**config.mk**
```make
export PLATFORM = sky130hd
export DESIGN_NAME = wptr_full_gen
export DESIGN_NICKNAME = d
export VERILOG_FILES = /design/src/rtl/wptr_full_gen.sv
export SDC_FILE = /design/constraint.sdc
export NUM_CORES = 1
export LEC_CHECK = 0
export ABC_AREA = 0
export CORE_MARGIN = 2
export CORE_UTILIZATION = 52
export DETAILED_ROUTE_END_ITERATION = 8
export PLACE_DENSITY = 0.94
export SYNTH_ARGS = -nofsm -noshare
export SYNTH_HDL_FRONTEND = slang
export SYNTH_SLANG_ARGS = --single-unit
```
**constraint.sdc**
```tcl
create_clock -name w_clk -period 4.2 [get_ports w_clk]
set_input_delay 0.42 -clock w_clk [delete_from_list [all_inputs] [get_ports w_clk]]
set_output_delay 0.42 -clock w_clk [all_outputs]
set_load 0.005 [all_outputs]
```
**src/rtl/wptr_full_gen.sv**
```systemverilog
// wptr_full_gen
//   Write-domain half of an asynchronous FIFO. Keeps the binary and Gray write
//   pointers and brings the read-domain Gray pointer into w_clk through a
//   two-flop synchroniser. From these it produces registered full, almost_full,
//   fill level and overflow indications. Single clock domain (w_clk).
//
// Ports
//   w_clk        in   write clock
//   w_rst        in   asynchronous reset, active-high
//   w_en         in   write request from the producer
//   r_ptr_gray   in   read pointer, Gray coded, from the r_clk domain (async)
//   w_ptr        out  binary write pointer; [PTR_WIDTH-1:0] is the RAM address
//   w_ptr_gray   out  registered Gray write pointer for the read-side synchroniser
//   full         out  FIFO full, registered
//   almost_full  out  level >= AF_THRESH, registered
//   w_level      out  occupied entries as seen from the write domain (0..DEPTH)
//   w_ack        out  write accepted this cycle (w_en && !full), combinational
//   overflow     out  one-cycle pulse, registered: a write was attempted while full
//
// Handshake: w_en is a request with no hold requirement; a write happens on the
// rising edge of w_clk for which w_ack is high. A write seen while full is
// dropped and reported on overflow in the following cycle.

module wptr_full_gen #(
  parameter int PTR_WIDTH = 3,
  parameter int DEPTH     = 8,
  parameter int AF_THRESH = 6
) (
  input  logic                 w_clk,
  input  logic                 w_rst,
  input  logic                 w_en,
  input  logic [PTR_WIDTH:0]   r_ptr_gray,
  output logic [PTR_WIDTH:0]   w_ptr,
  output logic [PTR_WIDTH:0]   w_ptr_gray,
  output logic                 full,
  output logic                 almost_full,
  output logic [PTR_WIDTH:0]   w_level,
  output logic                 w_ack,
  output logic                 overflow
);

  localparam int              P      = PTR_WIDTH;
  localparam logic [P:0]      AF_LVL = (P + 1)'(AF_THRESH);
  localparam logic [P:0]      PTR_ONE = (P + 1)'(1);

  if (PTR_WIDTH < 2) begin : g_bad_width
    $error("wptr_full_gen: PTR_WIDTH must be at least 2");
  end
  if (DEPTH != (1 << PTR_WIDTH)) begin : g_bad_depth
    $error("wptr_full_gen: DEPTH must equal 2**PTR_WIDTH");
  end
  if (AF_THRESH < 1 || AF_THRESH > DEPTH) begin : g_bad_thresh
    $error("wptr_full_gen: AF_THRESH must be in 1..DEPTH");
  end

  logic [P:0] w_ptr_q, w_ptr_d;
  logic [P:0] gray_q, gray_d;
  logic [P:0] rq1_q, rq2_q;
  logic [P:0] r_bin_sync;
  logic [P:0] level_q, level_d;
  logic       full_q, full_d;
  logic       af_q, af_d;
  logic       ovf_q, ovf_d;

  // Writes are refused while full, so the pointers cannot overrun the reader.
  assign w_ack = w_en & ~full_q;

  // Gray to binary: bit i of the binary value is the XOR of all Gray bits >= i.
  always_comb begin
    r_bin_sync = '0;
    for (int i = 0; i <= P; i++) begin
      r_bin_sync[i] = ^(rq2_q >> i);
    end
  end

  always_comb begin
    w_ptr_d = w_ptr_q;
    if (w_ack) begin
      w_ptr_d = w_ptr_q + PTR_ONE;
    end
    gray_d  = w_ptr_d ^ (w_ptr_d >> 1);
    // Full when the next write pointer has lapped the synchronised read
    // pointer once: in Gray code that is the top two bits inverted and the
    // remaining bits equal.
    full_d  = (gray_d == {~rq2_q[P:P-1], rq2_q[P-2:0]});
    // Level uses the already-synchronised read pointer, so it can only
    // overstate occupancy, never understate it.
    level_d = w_ptr_d - r_bin_sync;
    af_d    = (level_d >= AF_LVL);
    ovf_d   = w_en & full_q;
  end

  always_ff @(posedge w_clk or posedge w_rst) begin
    if (w_rst) begin
      w_ptr_q <= '0;
      gray_q  <= '0;
      rq1_q   <= '0;
      rq2_q   <= '0;
      full_q  <= 1'b0;
      af_q    <= 1'b0;
      level_q <= '0;
      ovf_q   <= 1'b0;
    end else begin
      w_ptr_q <= w_ptr_d;
      gray_q  <= gray_d;
      // Plain two-flop synchroniser; nothing may sit between rq1 and rq2.
      rq1_q   <= r_ptr_gray;
      rq2_q   <= rq1_q;
      full_q  <= full_d;
      af_q    <= af_d;
      level_q <= level_d;
      ovf_q   <= ovf_d;
    end
  end

  assign w_ptr       = w_ptr_q;
  assign w_ptr_gray  = gray_q;
  assign full        = full_q;
  assign almost_full = af_q;
  assign w_level     = level_q;
  assign overflow    = ovf_q;

endmodule

```
Yosys cells after proc, flatten, opt, wreduce, memory -nomap -nowiden
Cells that the tools add are included.

word-level totals
  word-level logic and storage cells = 22
  input bits = 7
  output and inout bits = 16
  register bits = 23

cells by class
  eq/ne operators = 1
  multiplexer cells = 1
  reductions and logical operators = 4
  bitwise gates (word level) = 5
  order comparisons = 1
  add/subtract/negate cells = 2

operators with widths
  cell                                                 number
  parity 4 bit                                         4
  adder 4 x 1 -> 4 bit, second input constant          1
  == test 4 bit                                        1
  >= comparator 4 x 3 -> 1 bit, second input constant  1
  two-way mux 4 bit                                    1
  subtractor 4 bit                                     1
  bitwise XOR 4 x 3 -> 4 bit                           1
  AND 1 bit                                            2
  inverter 2 bit                                       1
  inverter 1 bit                                       1

Longest topological paths before layout
Gate-level depths: netlist of the first run.

  depth after elaboration = 5
  gate-level depth with buffers = 10
  mapped depth without buffers = 9

Worst setup path after synthesis of the first run
No wires, ideal clock.

  path type = reg-to-reg
  start = reg w_ptr_q[0], in the netlist w_ptr[0]
  end = reg af_q, in the netlist almost_full
  setup time = 0.118 ns
  data arrival time = 2.071 ns
  buffers on the path = 0
  clock period less this slack = 2.189 ns
  cell stages (with the launch flop) = 9
  slack = 2.011 ns
  data required time = 4.082 ns
  cell sequence = dfrtp_1 > ha_1 > mux2i_4 > inv_2 > ha_1 > a21o_1 > a21oi_1 > xnor3_1 > a21o_1

between the ends
  word-level cells in the longest chain between the ends = 4

RTL lines
  what                          RTL line  RTL
  start, declared               56        logic [P:0] w_ptr_q, w_ptr_d;
  start signal, assigned        104       w_ptr_q <= w_ptr_d;
  adder 4 x 1 -> 4 bit          79        w_ptr_d = w_ptr_q + PTR_ONE;
  two-way mux 4 bit             78        if (w_ack) begin
  net w_ptr_d[1]                56
  subtractor 4 bit              88        level_d = w_ptr_d - r_bin_sync;
  net level_d[3]                60        logic [P:0] level_q, level_d;
  >= comparator 4 x 3 -> 1 bit  89        af_d = (level_d >= AF_LVL);
  net af_d                      62        logic af_q, af_d;
  end signal, assigned          100       af_q <= 1'b0;
  end signal, assigned          110       af_q <= af_d;
  end, declared                 62

The timed path passes the listed nets, and every way through them passes these cells.

Worst setup path in the final report of the first run
  start = in w_en
  end = reg af_q, in the netlist almost_full

between the ends
  word-level cells in the longest chain between the ends = 4

RTL lines
  what                          RTL line  RTL
  start, declared               31        input logic w_en,
  AND 1 bit                     66        assign w_ack = w_en & ~full_q;
  two-way mux 4 bit             78
  net w_ptr_d[1]                56
  subtractor 4 bit              88
  net level_d[3]                60
  >= comparator 4 x 3 -> 1 bit  89
  net af_d                      62

The timed path passes the listed nets, and every way through them passes these cells.

==> out/metrics.cfg, run 1 <==
[run]
drv_cap = 0

[clocking]
htree_levels = 1
clk_pin_slew_ns = 0.12
cts_tree = yes
cts_buffers = 3
insertion_delay_ns = 0.31
clockBufferDepth = 2
postCtsHoldBufs = 0
clockRootBuffer = clkbuf_4
ctsResizeCount = 0
cts_sinks = 22
post-cts-setup-buffers = 0

[setup_path]
reg2reg_from = w_ptr[0]
start_kind = input pin
reg2reg_to = almost_full
critPathMaxFanout = 5
r2r_cells = 8
endpoint = almost_full
rrSetupSlack_ns = 1.85
cp.arrival_ns = 2.71
worstPathRequired_ns = 4.41
crit_type = in2reg
cp-end-kind = flip-flop
crit_start = w_en

[synthesis]
synth_xor_area_share_pct = 16.73
synth_ff_type = dfrtp_1
synth_area_sq_um = 1002
synthMuxAreaShare_pct = 4.245
synth_enable_flop_cells = 0
synth.area.top_cells = dfrtp_1 (55%), xnor2_1 (5.2%), ha_1 (5.0%), xnor3_1 (4.5%), inv_1 (3.0%)
ys_async_sr_fraction_pct = 100.0
synth.most_common_cell = dfrtp_1
ys_seq_area_share_pct = 54.93
synth_nets = 83
ys_warn_count = 0
synth_top_family_by_area = XOR/XNOR gates
synth.top_cells.by_count = dfrtp_1 (22), inv_1 (8), xnor2_1 (6)
yosys.area.top_type_share_pct = 54.93
yosysUniqueCellTypes = 25
yosys.area_share.simple_pct = 8.115
synth_fa_ha_area_share_pct = 6.991
synth_compound_area_share_pct = 3.371
avgSynthCellArea_sq_um = 14.12
syn_inst = 71
synth_top_area_cell = dfrtp_1
ys_ff_latch = 22

[layout]
final_area_sq_um = 1287
n_fill_cell = 130
syn_to_final_growth_pct = 28.46
n_antenna_cell = 0
stdcell_count = 120
drive_above_1_share_pct = 11.58
layout.nets = 108

[global_route]
grt_pass1_vias = 535
overflow = 0
grt.total_usage_pct = 16.25
antenna_found_initial = 0
grt_max_degree = 23
grt_pass1_wl_microns = 2373

[drt]
vias_per_cell = 4.742
drt_iter0_markers = 1
drt_wl_total_microns = 1478
vias = 569
ant_nets = 0
drc = 0
wl_per_cell_microns = 12.32
dr.pass1.iters = 3

[power]
peakVddDrop_mv = 0.5429
total_power_w = 0.001091
power_density_nw_per_um2 = 847.5
p_leak_nw = 0.5935

[timing]
fmax_ghz = 0.4005
finalHoldViolCount = 0
timing.hold.ws_ns = 0.3675
relSlewSlack_pct = 49.03
min_period_ns = 2.497
finalSetupViolCount = 0
rsz0062_at_grt = no
tightestPinTransition_ns = 0.7638
setup_tns_ns = 0
finalCritPeriodShare_pct = 59.45
finClkSkew_ns = 0.005283
slew_viol_final = 0

[placed_design]
place_inst = 116
gp_congestion = 0.7613
place.port_buffers = 22
placed_area_sq_um = 1235
dp_hpwl_microns = 1163

[die]
die_y_microns = 47.90
coreArea_sq_um = 1764
initial_core_util_pct = 56.81
die_w_microns = 47.90
die_area_sq_um = 2294
ios = 23
rows = 15

[run_status]
outcome = finished clean

[min_path]
min_path_type = reg2reg

==> critical path, stage by stage <==
cell,delay [ns]
clkdlybuf4s50_1,0.52
nor2b_4,0.28
mux2i_4,0.37
inv_2,0.07
ha_1,0.30
a21o_1,0.15
a21oi_1,0.17
xnor3_1,0.26
a21o_1,0.16
==> final cells by class <==
type | count | area, sq um | share of cell area [%]
timing repair buffer | 22 | 220.2 | 17.10
sequential | 22 | 550.5 | 42.76
inverter | 10 | 37.54 | 2.915
tap | 25 | 31.28 | 2.430
clock buffer | 3 | 22.52 | 1.749
multi-input combinational | 37 | 395.4 | 30.71
clock inverter | 1 | 30.03 | 2.332
==> per-layer routing <==
layer | share of wire, % | GRT usage, % | vias up
met2 | 52 | 27.47 | 24
met4 | 2.1 | 9.730 | 0
met1 | 40 | 17.87 | 269
met3 | 5.7 | 4.906 | 2
met5 | 0 | 0 | -
li1 | - | - | 274
==> logic make-up after synthesis <==
group | Yosys count
AOI/OAI and AO/OA | 5
and+or+nand+nor | 11
xor gates and xnor gates | 13
adders and majority gates | 5
DFF | 22
buffers and inverters | 12
muxes | 3
==> cell usage in the layout (no fill, tap or decap) <==
| cell | synthesis | final |
|---|---|---|
| xor2_4 | 1 | 1 |
| xnor3_1 | 2 | 2 |
| or3_1 | 1 | 1 |
| bufinv_16 | 0 | 1 |
| xnor2_1 | 6 | 6 |
| nand2_1 | 1 | 1 |
| nor2_1 | 4 | 4 |
| nand3b_1 | 2 | 2 |
| clkdlybuf4s50_1 | 0 | 22 |
| dfrtp_1 | 22 | 22 |
| a21oi_1 | 1 | 1 |
| nor2b_4 | 1 | 1 |
| ha_1 | 4 | 4 |
| xor2_1 | 3 | 3 |
| mux2i_1 | 2 | 2 |
| inv_1 | 8 | 8 |
| fa_1 | 1 | 1 |
| nand4_4 | 1 | 1 |
| clkbuf_4 | 0 | 3 |
| and2_1 | 1 | 1 |
| mux2i_4 | 1 | 1 |
| a21o_1 | 2 | 2 |
| xnor2_2 | 1 | 1 |
| inv_2 | 2 | 2 |
| o32ai_1 | 1 | 1 |
| o21ai_1 | 1 | 1 |
==> how the worst min path moves through the flow <==
stage                   from  slack [ns]        to  cells past startpoint
floorplan           rq1_q[0]        0.33  rq2_q[0]                      0
global placement    rq1_q[1]        0.33  rq2_q[1]                      0
detailed placement  rq1_q[3]        0.34  rq2_q[3]                      0
CTS                 rq1_q[3]        0.37  rq2_q[3]                      0
global route        rq1_q[3]        0.37  rq2_q[3]                      0
finish              rq1_q[3]        0.37  rq2_q[3]                      0
==> state kept, by name, indices dropped and copies added (netlist names) <==
name,flops
w_level,4
overflow,1
full,1
almost_full,1
w_ptr_gray,4
rq2_q,4
rq1_q,4
w_ptr,3
==> metrics by stage <==
step,setup slack [ns],utilization [%]
4_1_cts,1.676,72.98
6_report,1.703,72.98
3_3_place_gp,1.494,70.00
2_1_floorplan,2.011,-
3_5_place_dp,1.332,70.00
5_1_grt,1.596,72.98
==> power breakdown <==
part | switching, W | internal [W]
Sequential | 0.0000626 | 0.000290
Combinational | 0.000249 | 0.000331
Clock | 0.0000618 | 0.0000966
Total | 0.000373 | 0.000718
No activity file was read; power rests on OpenSTA's default activity.
==> run 2: changes to the inputs <==
- CORE_UTILIZATION: 52 -> 43
- PLACE_DENSITY: 0.94 -> 0.85
- clock period: 4.2 -> 2.2 ns (I/O delays scaled with it)
==> out/metrics.cfg, run 2 (synthesis gave the netlist of run 1 again) <==
[die]
rows = 17
coreArea_sq_um = 2212
ios = 23
initial_core_util_pct = 45.31
die_w_microns = 52.28
die_area_sq_um = 2733
die_y_microns = 52.28

[min_path]
min_path_type = in2reg

[layout]
final_common_cell = clkdlybuf4s50_1
layout_common_cells = clkdlybuf4s50_1 (22), dfrtp_1 (21), buf_4 (13), inv_1 (8), xnor2_1 (5)
layout.nets = 121
utilization_pct = 63.57
syn_to_final_growth_pct = 40.32
drive_above_1_share_pct = 26.85
n_antenna_cell = 0

[drt]
dr.pass1.iters = 2
vias = 631
drt_wl_total_microns = 1718
wl_met1_microns = 707
drt_iter0_markers = 3
dr.max_layer_used = met4
dr_wl_met3_microns = 94
route.met2.wl_microns = 900
wl_per_cell_microns = 12.63
drc = 0
ant_nets = 0
vias_per_cell = 4.640

[global_route]
grt_pass1_vias = 620
overflow = 0
grt.total_usage_pct = 14.54
grt_pass1_wl_microns = 2801
antenna_found_initial = 0
grt_max_degree = 23

[timing]
finalCritPeriodShare_pct = 94.81
finClkSkew_ns = 0.003142
layout_setup_ws_ns = 0.1142
fmax_ghz = 0.4794
rsz0062_at_grt = no
slew_viol_final = 0
tightestPinTransition_ns = 0.8018
finalSetupViolCount = 0
min_period_ns = 2.086
relSlewSlack_pct = 46.49
finalHoldViolCount = 0

[setup_path]
cp_cell_sequence = xnor2_4 -> xor2_2 -> xnor2_1 -> ha_2 -> inv_1 -> a21o_1 -> a21oi_2 -> xnor3_1 -> a21o_1
rrSetupSlack_ns = 0.11
reg2reg_from = rq2_q[2]
crit_type = reg2reg
crit_top_cell = a21o_1
max_stage_delay_ns = 0.47
start_kind = flip-flop
cp_slowest_cell = dfrtp_2
worstPathRequired_ns = 2.41
crit_start = rq2_q[2]
reg2reg_to = almost_full
cp_num_cells = 9
r2r_cells = 9
cp-end-kind = flip-flop
critPathBufInv = 1
cp.arrival_ns = 2.30
endpoint = almost_full
critPathMaxFanout = 3
critPathTopFamily = XOR/XNOR gates

[clocking]
insertion_delay_ns = 0.31
clk_pin_slew_ns = 0.12
htree_levels = 1
clockRootBuffer = clkbuf_4
cts_tree = yes
clockBufferDepth = 2
cts_buffers = 3
cts_sinks = 22

[power]
pwr-share-comb_pct = 61.2
clkPwrFrac_pct = 10.0
power_density_nw_per_um2 = 1572
p_leak_nw = 0.6553
peakVddDrop_mv = 1.088
p_sw_w = 0.0007634
seqPwrFrac_pct = 28.8
swShare_pct = 34.53
intPower_w = 0.001447

[placed_design]
pre_cts_ws_ns = -0.2187
dp_hpwl_microns = 1228
place.port_buffers = 22
gp_congestion = 0.7408

[run]
drv_cap = 0

[run_status]
outcome = finished clean

## run 2: cell count changes in the layout (fill, tap and decap cells not counted), sizes merged
cell,delta
buf,+13
bufinv,-1
clkbuf,+1
## run 2: worst min path at each step
stage                        startpoint           to  slack, ns  cells after the start
final                     r_ptr_gray[0]     rq1_q[0]       0.33                      1
after global routing      r_ptr_gray[2]     rq1_q[2]       0.31                      1
after CTS                 r_ptr_gray[0]     rq1_q[0]       0.33                      1
after detailed placement       rq1_q[1]     rq2_q[1]       0.34                      0
after global placement         rq1_q[0]     rq2_q[0]       0.33                      0
after floorplan                   w_rst  almost_full       0.21                      1
## run 2: power by group through the flow
stage               Sequential [W]  Clock, W  Combinational (W)
finish                    0.000637  0.000221            0.00135
global route              0.000652  0.000255            0.00147
floorplan                 0.000685         0           0.000707
detailed placement        0.000643         0            0.00133
CTS                       0.000637  0.000231            0.00134
global placement          0.000641         0            0.00128
## run 2: layer usage
layer  vias to the layer above  track usage (%)
met5                         -                0
met4                         0            6.410
met3                         2            2.857
met2                        22            24.89
met1                       311            17.69
li1                        296                -
## run 2: layout make-up
cell class / instances / area (sq um)
clock buffer: 4 / 36.28
tap: 28 / 35.03
timing repair buffer: 35 / 317.8
sequential: 22 / 551.8
fill: 178 / 805.8
multi-input combinational: 37 / 427.9
inverter: 10 / 37.54
## run 2: what timing repair did
item	4_1_cts	5_1_grt
setup endpoints to repair	1	2
buffers inserted	1	2
resized for setup	2	4
endpoints found under the hold margin	0	0
pin swaps	1	5
hold buffers	0	0
## run 2: per-stage QoR
step | TNS [ns] | power, W | hold slack, ns | std cells | instance area (sq um)
floorplan | 0 | 0.001392 | 0.2092 | 71 | 1002
CTS | 0 | 0.002212 | 0.3257 | 134 | 1368
finish | 0 | 0.002211 | 0.3346 | 136 | 1406
detailed placement | -0.3316 | 0.001969 | 0.3381 | 129 | 1314
global route | 0 | 0.002381 | 0.3119 | 136 | 1406
global placement | -0.08828 | 0.001921 | 0.3312 | 129 | 1314
==> run 3: changes to the inputs <==
- PLACE_DENSITY: 0.85 -> 0.73
==> out/metrics.cfg, run 3 (synthesis gave the netlist of run 1 again) <==
[timing]
relSlewSlack_pct = 82.24
finalCritPeriodShare_pct = 94.67
layout_setup_ws_ns = 0.1173
fmax_ghz = 0.4801
setup_tns_ns = 0
finClkSkew_ns = 0.001472
slew_viol_final = 0
min_period_ns = 2.083
tightestPinTransition_ns = 0.2665
finalHoldViolCount = 0
finalSetupViolCount = 0

[clocking]
insertion_delay_ns = 0.31
clk_pin_slew_ns = 0.12
clockBufferDepth = 2
cts_tree = yes
cts_sinks = 22
clockRootBuffer = clkbuf_4
postCtsHoldBufs = 0
cts_buffers = 3
htree_levels = 1

[setup_path]
cp_num_cells = 9
r2r_cells = 9
cp_slowest_cell = dfrtp_1
critPathMaxFanout = 2
rrSetupSlack_ns = 0.12
reg2reg_from = rq2_q[3]
crit_top_cell = a21o_1
max_stage_delay_ns = 0.43
worstPathRequired_ns = 2.41
cp_cell_sequence = xnor2_2 -> xor2_2 -> xnor2_1 -> ha_2 -> inv_1 -> a21o_1 -> a21oi_2 -> xnor3_1 -> a21o_1
crit_type = reg2reg
start_kind = flip-flop
critPathTopFamily = XOR/XNOR gates
cp.arrival_ns = 2.29
reg2reg_to = almost_full
cp-end-kind = flip-flop
critPathBufInv = 1

[drt]
drt_wl_total_microns = 1533
drc = 0
wl_per_cell_microns = 11.11
ant_nets = 0
vias_per_cell = 4.514
drt_iter0_markers = 4
vias = 623
dr.pass1.iters = 3

[layout]
n_antenna_cell = 0
final_area_sq_um = 1425
drive_above_1_share_pct = 27.27
syn_to_final_growth_pct = 42.20
layout.nets = 123
layout_common_cells = dfrtp_1 (22), clkdlybuf4s50_1 (22), buf_4 (15), inv_1 (8), xnor2_1 (5)

[placed_design]
dp_hpwl_microns = 1218
pre_cts_ws_ns = -0.1757
placed_area_sq_um = 1344
place.port_buffers = 22
gp_congestion = 0.6913

[global_route]
grt_pass1_vias = 647
grt.total_usage_pct = 14.33
antenna_found_initial = 0
overflow = 0
grt_pass1_wl_microns = 2753
grt_max_degree = 23

[die]
die_w_microns = 52.28
die_y_microns = 52.28
ios = 23
coreArea_sq_um = 2212
initial_core_util_pct = 45.31
die_area_sq_um = 2733
rows = 17

[power]
total_power_w = 0.002246
p_leak_nw = 0.6715
power_density_nw_per_um2 = 1576
peakVddDrop_mv = 1.002

[run_status]
outcome = finished clean

[run]
drv_cap = 0

[min_path]
min_path_type = in2async

run 3: changes by cell type in the layout (fill, tap and decap cells not counted):
cell,before,now
clkbuf_8,1,0
xnor2_4,1,0
xnor2_2,1,2
dfrtp_1,21,22
dfrtp_2,1,0
buf_4,13,15
bufinv_16,0,1
run 3: per-layer routing:
metal / track usage (%) / share of wire (%) / up-vias
met2: 25.32 / 51 / 25
met5: 0 / 0 / -
li1: - / - / 299
met4: 7.692 / 1.8 / 0
met1: 15.76 / 39 / 296
met3: 3.429 / 8.3 / 3
run 3: how the worst max path moves through the flow:
stage	from	endpoint
after floorplan	w_ptr[0]	almost_full
after global placement	w_en	almost_full
after detailed placement	w_en	almost_full
after CTS	rq2_q[2]	almost_full
after global routing	rq2_q[3]	almost_full
final	rq2_q[3]	almost_full
run 3: repair_timing:
action                                  in CTS  in global routing
gates cloned                                 0                  0
endpoints found under the setup margin       1                  1
gates resized for setup                      1                  3
buffers inserted                             0                  1
pin swaps                                    2                  3
run 3: area by class of cell:
class / instances / area [sq um]
Tap cell: 28 / 35.03
Fill cell: 176 / 787.0
Multi-Input combinational cell: 37 / 416.7
Clock inverter: 1 / 30.03
Sequential cell: 22 / 550.5
Inverter: 10 / 37.54
Timing Repair Buffer: 37 / 332.8
Clock buffer: 3 / 22.52
run 3: tightest hold or removal path: stages:
cell,delay (ns)
clkdlybuf4s50_1,0.39
inv_1,0.05
buf_4,0.26
run 3: where the power goes:
group	leakage (nW)	switching (W)	internal, W
Clock	0.0279	0.000119	0.000184
Sequential	0.260	0.0000749	0.000554
Combinational	0.383	0.000545	0.000770
run 3: per-stage QoR:
step	utilization, %	hold slack (ns)	instances
after CTS	63.46	0.2228	137
after floorplan	-	0.2092	71
final	64.42	0.2243	138
after global routing	64.42	0.2423	138
after global placement	60.75	0.3315	133
after detailed placement	60.75	0.3371	133
